`src/rtl/core_clk_ctrl.sv`:
```
// rtl/core_clk_ctrl.sv - programmable core clock-enable generator with HALT/RUN/STEP control
// Optional step counter built only when CORE_STEP_CNT_EN is defined.
module core_clk_ctrl #(
   parameter int DIV_W     = 8,
   parameter int DIV_RESET = 1,
   parameter int CNT_W     = 32
) (
   input  logic             clk,
   input  logic             _reset,
   input  logic [DIV_W-1:0] div,
   input  logic             div_load,
   input  logic             run,
   input  logic             halt_req,
   input  logic             step_req,
   output logic             core_en,
   output logic             phase,
   output logic [1:0]       state,
   output logic [CNT_W-1:0] step_cnt
);

   typedef enum logic [1:0] {
      ST_HALT = 2'd0,
      ST_RUN  = 2'd1,
      ST_STEP = 2'd2
   } state_t;

   state_t           state_q, state_d;
   logic [DIV_W-1:0] cnt_q, cnt_d;
   logic [DIV_W-1:0] div_q;
   logic             tick;

   assign tick  = (state_q != ST_HALT) && (cnt_q == div_q) && !div_load;
   assign state = state_q;

   always_comb begin
      state_d = state_q;
      case (state_q)
         ST_HALT: begin
            if (halt_req)      state_d = ST_HALT;
            else if (step_req) state_d = ST_STEP;
            else if (run)      state_d = ST_RUN;
         end
         ST_RUN: begin
            if (halt_req || !run) state_d = ST_HALT;
         end
         ST_STEP: begin
            if (halt_req || tick) state_d = ST_HALT;
         end
         default: state_d = ST_HALT;
      endcase
   end

   // cnt sits at 0 whenever halted, so entering RUN/STEP always starts a fresh period.
   always_comb begin
      cnt_d = cnt_q + 1'b1;
      if (div_load || tick || state_q == ST_HALT || state_d == ST_HALT)
         cnt_d = '0;
   end

   always_ff @(posedge clk or negedge _reset) begin
      if (!_reset) begin
         state_q <= ST_HALT;
         cnt_q   <= '0;
         div_q   <= DIV_W'(DIV_RESET);
         core_en <= 1'b0;
         phase   <= 1'b0;
      end else begin
         state_q <= state_d;
         cnt_q   <= cnt_d;
         core_en <= tick;
         if (div_load) div_q <= div;
         if (tick)     phase <= ~phase;
      end
   end

`ifdef CORE_STEP_CNT_EN
   logic [CNT_W-1:0] step_cnt_q;

   always_ff @(posedge clk or negedge _reset) begin
      if (!_reset)   step_cnt_q <= '0;
      else if (tick) step_cnt_q <= step_cnt_q + 1'b1;
   end

   assign step_cnt = step_cnt_q;
`else
   assign step_cnt = '0;
`endif

endmodule

```
`config.mk`:
```
export PLATFORM = sky130hd
export DESIGN_NAME = core_clk_ctrl
export DESIGN_NICKNAME = d
export VERILOG_FILES = /design/src/rtl/core_clk_ctrl.sv
export SDC_FILE = /design/constraint.sdc
export NUM_CORES = 1
export LEC_CHECK = 0
export CAP_MARGIN = 5
export CELL_PAD_IN_SITES_DETAIL_PLACEMENT = 1
export CELL_PAD_IN_SITES_GLOBAL_PLACEMENT = 1
export CORE_MARGIN = 2
export CORE_UTILIZATION = 28
export CTS_BUF_LIST = sky130_fd_sc_hd__clkbuf_4 sky130_fd_sc_hd__clkbuf_8 sky130_fd_sc_hd__clkbuf_16
export DETAILED_ROUTE_END_ITERATION = 16
export PLACE_DENSITY_LB_ADDON = 0.1
export REMOVE_ABC_BUFFERS = 1
export SYNTH_ARGS = -nofsm -noshare
export SYNTH_HDL_FRONTEND = slang
export SYNTH_SLANG_ARGS = --single-unit
```
`constraint.sdc`:
```
create_clock -name clk -period 1.4 [get_ports clk]
set_input_delay 0.21 -clock clk [delete_from_list [all_inputs] [get_ports clk]]
set_output_delay 0.21 -clock clk [all_outputs]
set_load 0.01 [all_outputs]
```
Yosys cells after proc, flatten, opt, wreduce, memory -nomap -nowiden
Cells that the tools add are included.
{"block": "word_totals", "regBits": 20, "input_bits": 14, "output_inout_bits": 36, "wordCells": 29}
{"block": "op_classes", "addsub": 1, "n_eq_ne": 3, "mux": 7, "bitwise": 1, "n_reduce_logical": 12}
{"cell": "2-bit two-way mux", "count": 5}
{"cell": "8-bit by 1-bit adder with 8-bit output, second input constant", "count": 1}
{"cell": "8-bit equality test", "count": 1}
{"cell": "8-bit two-way mux", "count": 1}
{"cell": "2-bit one-hot mux with 3 select lines", "count": 1}
{"cell": "1-bit logical OR", "count": 5}
{"cell": "2-bit zero test", "count": 2}
{"cell": "2-bit by 1-bit equality test with 1-bit output, second input constant", "count": 1}
{"cell": "2-bit equality test, second input constant", "count": 1}
{"cell": "1-bit logical AND", "count": 2}
{"cell": "1-bit zero test", "count": 2}
{"cell": "2-bit nonzero test", "count": 1}
{"cell": "1-bit inverter", "count": 1}

Logic depth before layout (Yosys ltp)
{"block": "logic_depth", "depth_word": 9, "ltp_mapped": 5}

Worst setup path before layout
OpenSTA, ideal clock, no wires.
{"block": "synth_path", "kind": "reg-to-reg", "start": "register cnt_q[2]", "end": "register cnt_q[0]", "setup_ps": 126, "arrival_ps": 1265, "path_slack_ps": 9, "path_stages_with_launch": 6, "synth_period_minus_slack_ps": 1391, "cell_sequence": "dfrtp_1 nor2b_4 a2111oi_4 and4_1 buf_6 nor3b_1"}
{"block": "synth_via", "elab_chain_len": 9, "elab_cells_between_ends": 11, "classes_between": "eq/ne (1); mux (3); reduce/logical (7)"}
{"element": "from (decl)", "line_no": "28", "text": "logic [DIV_W-1:0] cnt_q, cnt_d;"}
{"element": "from (signal assigned)", "line_no": "69", "text": "cnt_q <= cnt_d;"}
{"element": "8-bit equality test *", "line_no": "32", "text": "assign tick = (state_q != ST_HALT) && (cnt_q == div_q) && !div_load;"}
{"element": "1-bit logical AND * (2 in series)", "line_no": "32"}
{"element": "1-bit logical OR", "line_no": "47", "text": "if (halt_req || tick) state_d = ST_HALT;"}
{"element": "2-bit two-way mux", "line_no": "47"}
{"element": "2-bit one-hot mux with 3 select lines", "line_no": "37", "text": "case (state_q)"}
{"element": "2-bit zero test", "line_no": "56", "text": "if (div_load || tick || state_q == ST_HALT || state_d == ST_HALT)"}
{"element": "1-bit logical OR *", "line_no": "56"}
{"element": "8-bit two-way mux *", "line_no": "56"}
{"element": "via cnt_d[0]", "line_no": "28"}
Mark *: on every way through the listed nets, which the timed path passes. The rest lies on a longest branch.
A chain may end at the register's enable or synchronous reset.

Worst setup path in the final report
{"block": "layout_path", "start": "register div_q[1]", "end": "register cnt_q[5]"}
{"block": "layout_via", "elab_chain_len": 9, "elab_cells_between_ends": 11, "classes_between": "eq/ne (1); mux (3); reduce/logical (7)"}
{"element": "from (decl)", "line_no": "29", "text": "logic [DIV_W-1:0] div_q;"}
{"element": "from (signal assigned)", "line_no": "64", "text": "div_q <= DIV_W'(DIV_RESET);"}
{"element": "from (signal assigned)", "line_no": "71", "text": "if (div_load) div_q <= div;"}
{"element": "8-bit equality test *", "line_no": "32"}
{"element": "1-bit logical AND * (2 in series)", "line_no": "32"}
{"element": "1-bit logical OR", "line_no": "47"}
{"element": "2-bit two-way mux", "line_no": "47"}
{"element": "2-bit one-hot mux with 3 select lines", "line_no": "37"}
{"element": "2-bit zero test", "line_no": "56"}
{"element": "1-bit logical OR *", "line_no": "56"}
{"element": "8-bit two-way mux *", "line_no": "56"}
{"element": "via cnt_d[5]", "line_no": "28"}
Marked as above.

==> summary.txt <==
Final layout
  – Layout Nets: ~180
  – Fillers: a little under 500
  – Commonest non-fill, non-tap cell in the layout: conb_1
  – Commonest non-fill, non-tap cells in the layout: conb_1, buf_4, dfrtp_1
  – Antenna fix cells: 0
  – Layout cell share with drive strength beyond 1: 0.283
  – Fin cells: ~210
  – Synth-to-layout area growth: 27.2%
  – Final core occ: 0.366

CTS
  – H-tree Lvls: 1
  – CTS max path bufs: 2
  – CTS Buf Count: 3
  – CTS sink cnt: 20
  – Clk Latency, worst-skew pair: approximately 0.26 ns
  – CTS tree: done
  – Clk slew on worst S/H paths: 0.07 ns
  – Root Driver: clkbuf_8

Timing
  – Clock Skew: 0.00428 ns
  – Slew Limit Fails: 0
  – Period utilization: 1.08
  – RSZ-0062 raised after global routing: yes
  – Setup_tns: -0.960 ns
  – Period minus WS final: between 1.5 and 2 ns
  – Final WS setup: -0.118 ns
  – # setup viols final: 10
  – FMAX: ~660 MHz
  – Final hold violation count: 0

Yosys
  – Post-Syn Area per Cell: 10.2 sq um
  – Post-Syn Instances: 121
  – Asr flop ratio synth: 1.00
  – Yosys reg bits: 20
  – Yosys warning count: 0
  – Synth Cell Area: 1230 sq um
  – Sequential share of the synthesized area: 0.406
  – Post-synthesis cell type count: 28
  – Number of synthesized flops with an enable pin: 0
  – Primary FF master, synth: dfrtp_1

Setup path
  – FF-to-FF path depth: 4
  – Worst R2R Start: div_q[1]
  – Arr. time, crit path: about 1.7 ns
  – Largest fanout on the critical path: 8
  – Reg-to-reg endpoint: cnt_q[5]
  – CP startpoint kind: flip-flop
  – R2R Setup Slk: -0.12 ns
  – Setup CP Type: reg2reg
  – WP data required: about 1.5 ns
  – Crit path launch: div_q[1]
  – Critical Path Sink Type: flip-flop
  – Setup crit end: cnt_q[5]

Power and ir drop
  – Total Power: approximately 1.3 mW
  – Pleak: roughly 0.75 nW
  – Gate power share: 0.172
  – Sequential power share: 0.505
  – Clock Power Share: 0.323
  – Power density over the cells: 800 nW/um^2
  – Max VDD drop: ~380 uV
  – Net Switching: approximately 0.31 mW
  – Sw frac: 0.250
  – Pint: between 0.9 and 1 mW

Global route
  – Global-route wire length before repair: 4020 microns
  – Vias in the first global route: about 870
  – Initial antenna violation count: 0
  – GRT Total Usage: 0.104
  – Pin count of the biggest net entering global routing: 21
  – Total grt overflow: 0

Floorplanning
  – Core area: 4290 sq um
  – Starting Density: 0.288
  – Die Area: 4960 sq um
  – Num rows: 24
  – Top-level port count: 50
  – Die W: between 70 and 80 microns
  – Die Span Y: 70.4 microns

Route
  – Wire length on met1: a little over 1000 microns
  – DR WL met3: slightly above 100 microns
  – DR WL/cell: between 10 and 15 microns
  – Detailed Route Iter0 Violations: 18
  – Routed wire length: 2350 microns
  – WL met2: between 1000 and 1500 microns
  – Vias per cell: 3.92
  – Drt drc: 0
  – Via count: 827
  – Highest metal used: met4
  – Drt pass-1 iters: 4
  – Antenna-violating nets left: 0

Placed design
  – Routability cong.: ~0.70
  – Pre-CTS WS: -0.122 ns
  – Port Buf Inserts: 17
  – DP HPWL: ~1900 microns
  – Inst Count DP: 203

Flow run
  – MaxCap Viol Count: 0

Status
  – Status: finished with violations
  – Violated checks: setup timing

Hold path
  – Hold crit path type: in2async
worst min-delay path by stage:
stage               depth (start not counted)  endpoint  startpoint
detailed placement                          1     phase       phase
finish                                      2  div_q[6]      _reset
global route                                2  div_q[6]      _reset
floorplan                                   0  cnt_q[0]      _reset
CTS                                         2  div_q[1]      _reset
global placement                            1     phase       phase
synthesized netlist by cell type, types with 2 or more instances:
cell type / count / area [sq um]
xor2_1: 6 / 52.6
nor2b_1: 2 / 12.5
inv_1: 6 / 22.5
nor3_1: 2 / 10.0
xnor2_1: 6 / 52.6
nand4_1: 2 / 12.5
nor3b_1: 4 / 30.0
mux2_2: 7 / 78.8
dfrtp_1: 19 / 475
nand3_1: 4 / 20.0
nand2_1: 6 / 22.5
buf_4: 32 / 240
nor2_1: 10 / 37.5
logic make-up after synthesis:
kind of cell             share of synthesized area
buffers and inverters                        0.225
other                                      0.00304
flip-flops                                   0.406
AND/OR/NAND/NOR                              0.154
adder cells (fa/ha/maj)                     0.0101
XOR/XNOR                                    0.0851
multiplexers                                0.0638
AO/OA/AOI/OAI                               0.0527
registers in the layout (all words and copies together) (netlist names):
register,flops
core_en,1
state,2
div_q,8
cnt_q,8
phase,1
stage by stage:
step	hold slack [ns]	cell area [sq um]
floorplan	-0.0856	1100
global placement	0.462	1450
detailed placement	0.471	1450
CTS	0.294	1550
global route	0.295	1570
finish	0.285	1570
power groups by stage:
stage,clock network [mW],registers [mW],logic [mW]
2_1_floorplan,0,0.646,0.103
3_3_place_gp,0,0.644,0.204
3_5_place_dp,0,0.646,0.206
4_1_cts,0.426,0.635,0.210
5_1_grt,0.454,0.639,0.240
6_report,0.406,0.634,0.216
routing by layer:
layer | vias to the layer above | GRT usage
li1 | 408 | -
met1 | 387 | 0.132
met2 | 28 | 0.173
met3 | 4 | 0.0130
met4 | 0 | 0.0513
met5 | - | 0
critical path, stage by stage, from the launching register on:
cell and delay, ns:
dfrtp_1 0.42, a222oi_1 0.44, buf_4 0.18, and4_4 0.30
nor3b_2 0.07
repair_timing:
| item | CTS | global route |
|---|---|---|
| hold buffers | 0 | 0 |
| pin swaps | 9 | 7 |
| endpoints found under the setup margin | 12 | 12 |
| buffers inserted | 3 | 2 |
| resized for setup | 14 | 1 |
layout make-up:
cell class / instances / area (sq um) / area share
well taps: 52 / 65.1 / 0.0414
inverters: 6 / 22.5 / 0.0143
repair buffers: 37 / 320 / 0.204
clock buffers: 4 / 48.8 / 0.0311
multi-input cells: 92 / 612 / 0.390
flip-flops and latches: 20 / 502 / 0.320
Note: power is estimated with default switching activity, not from simulation.
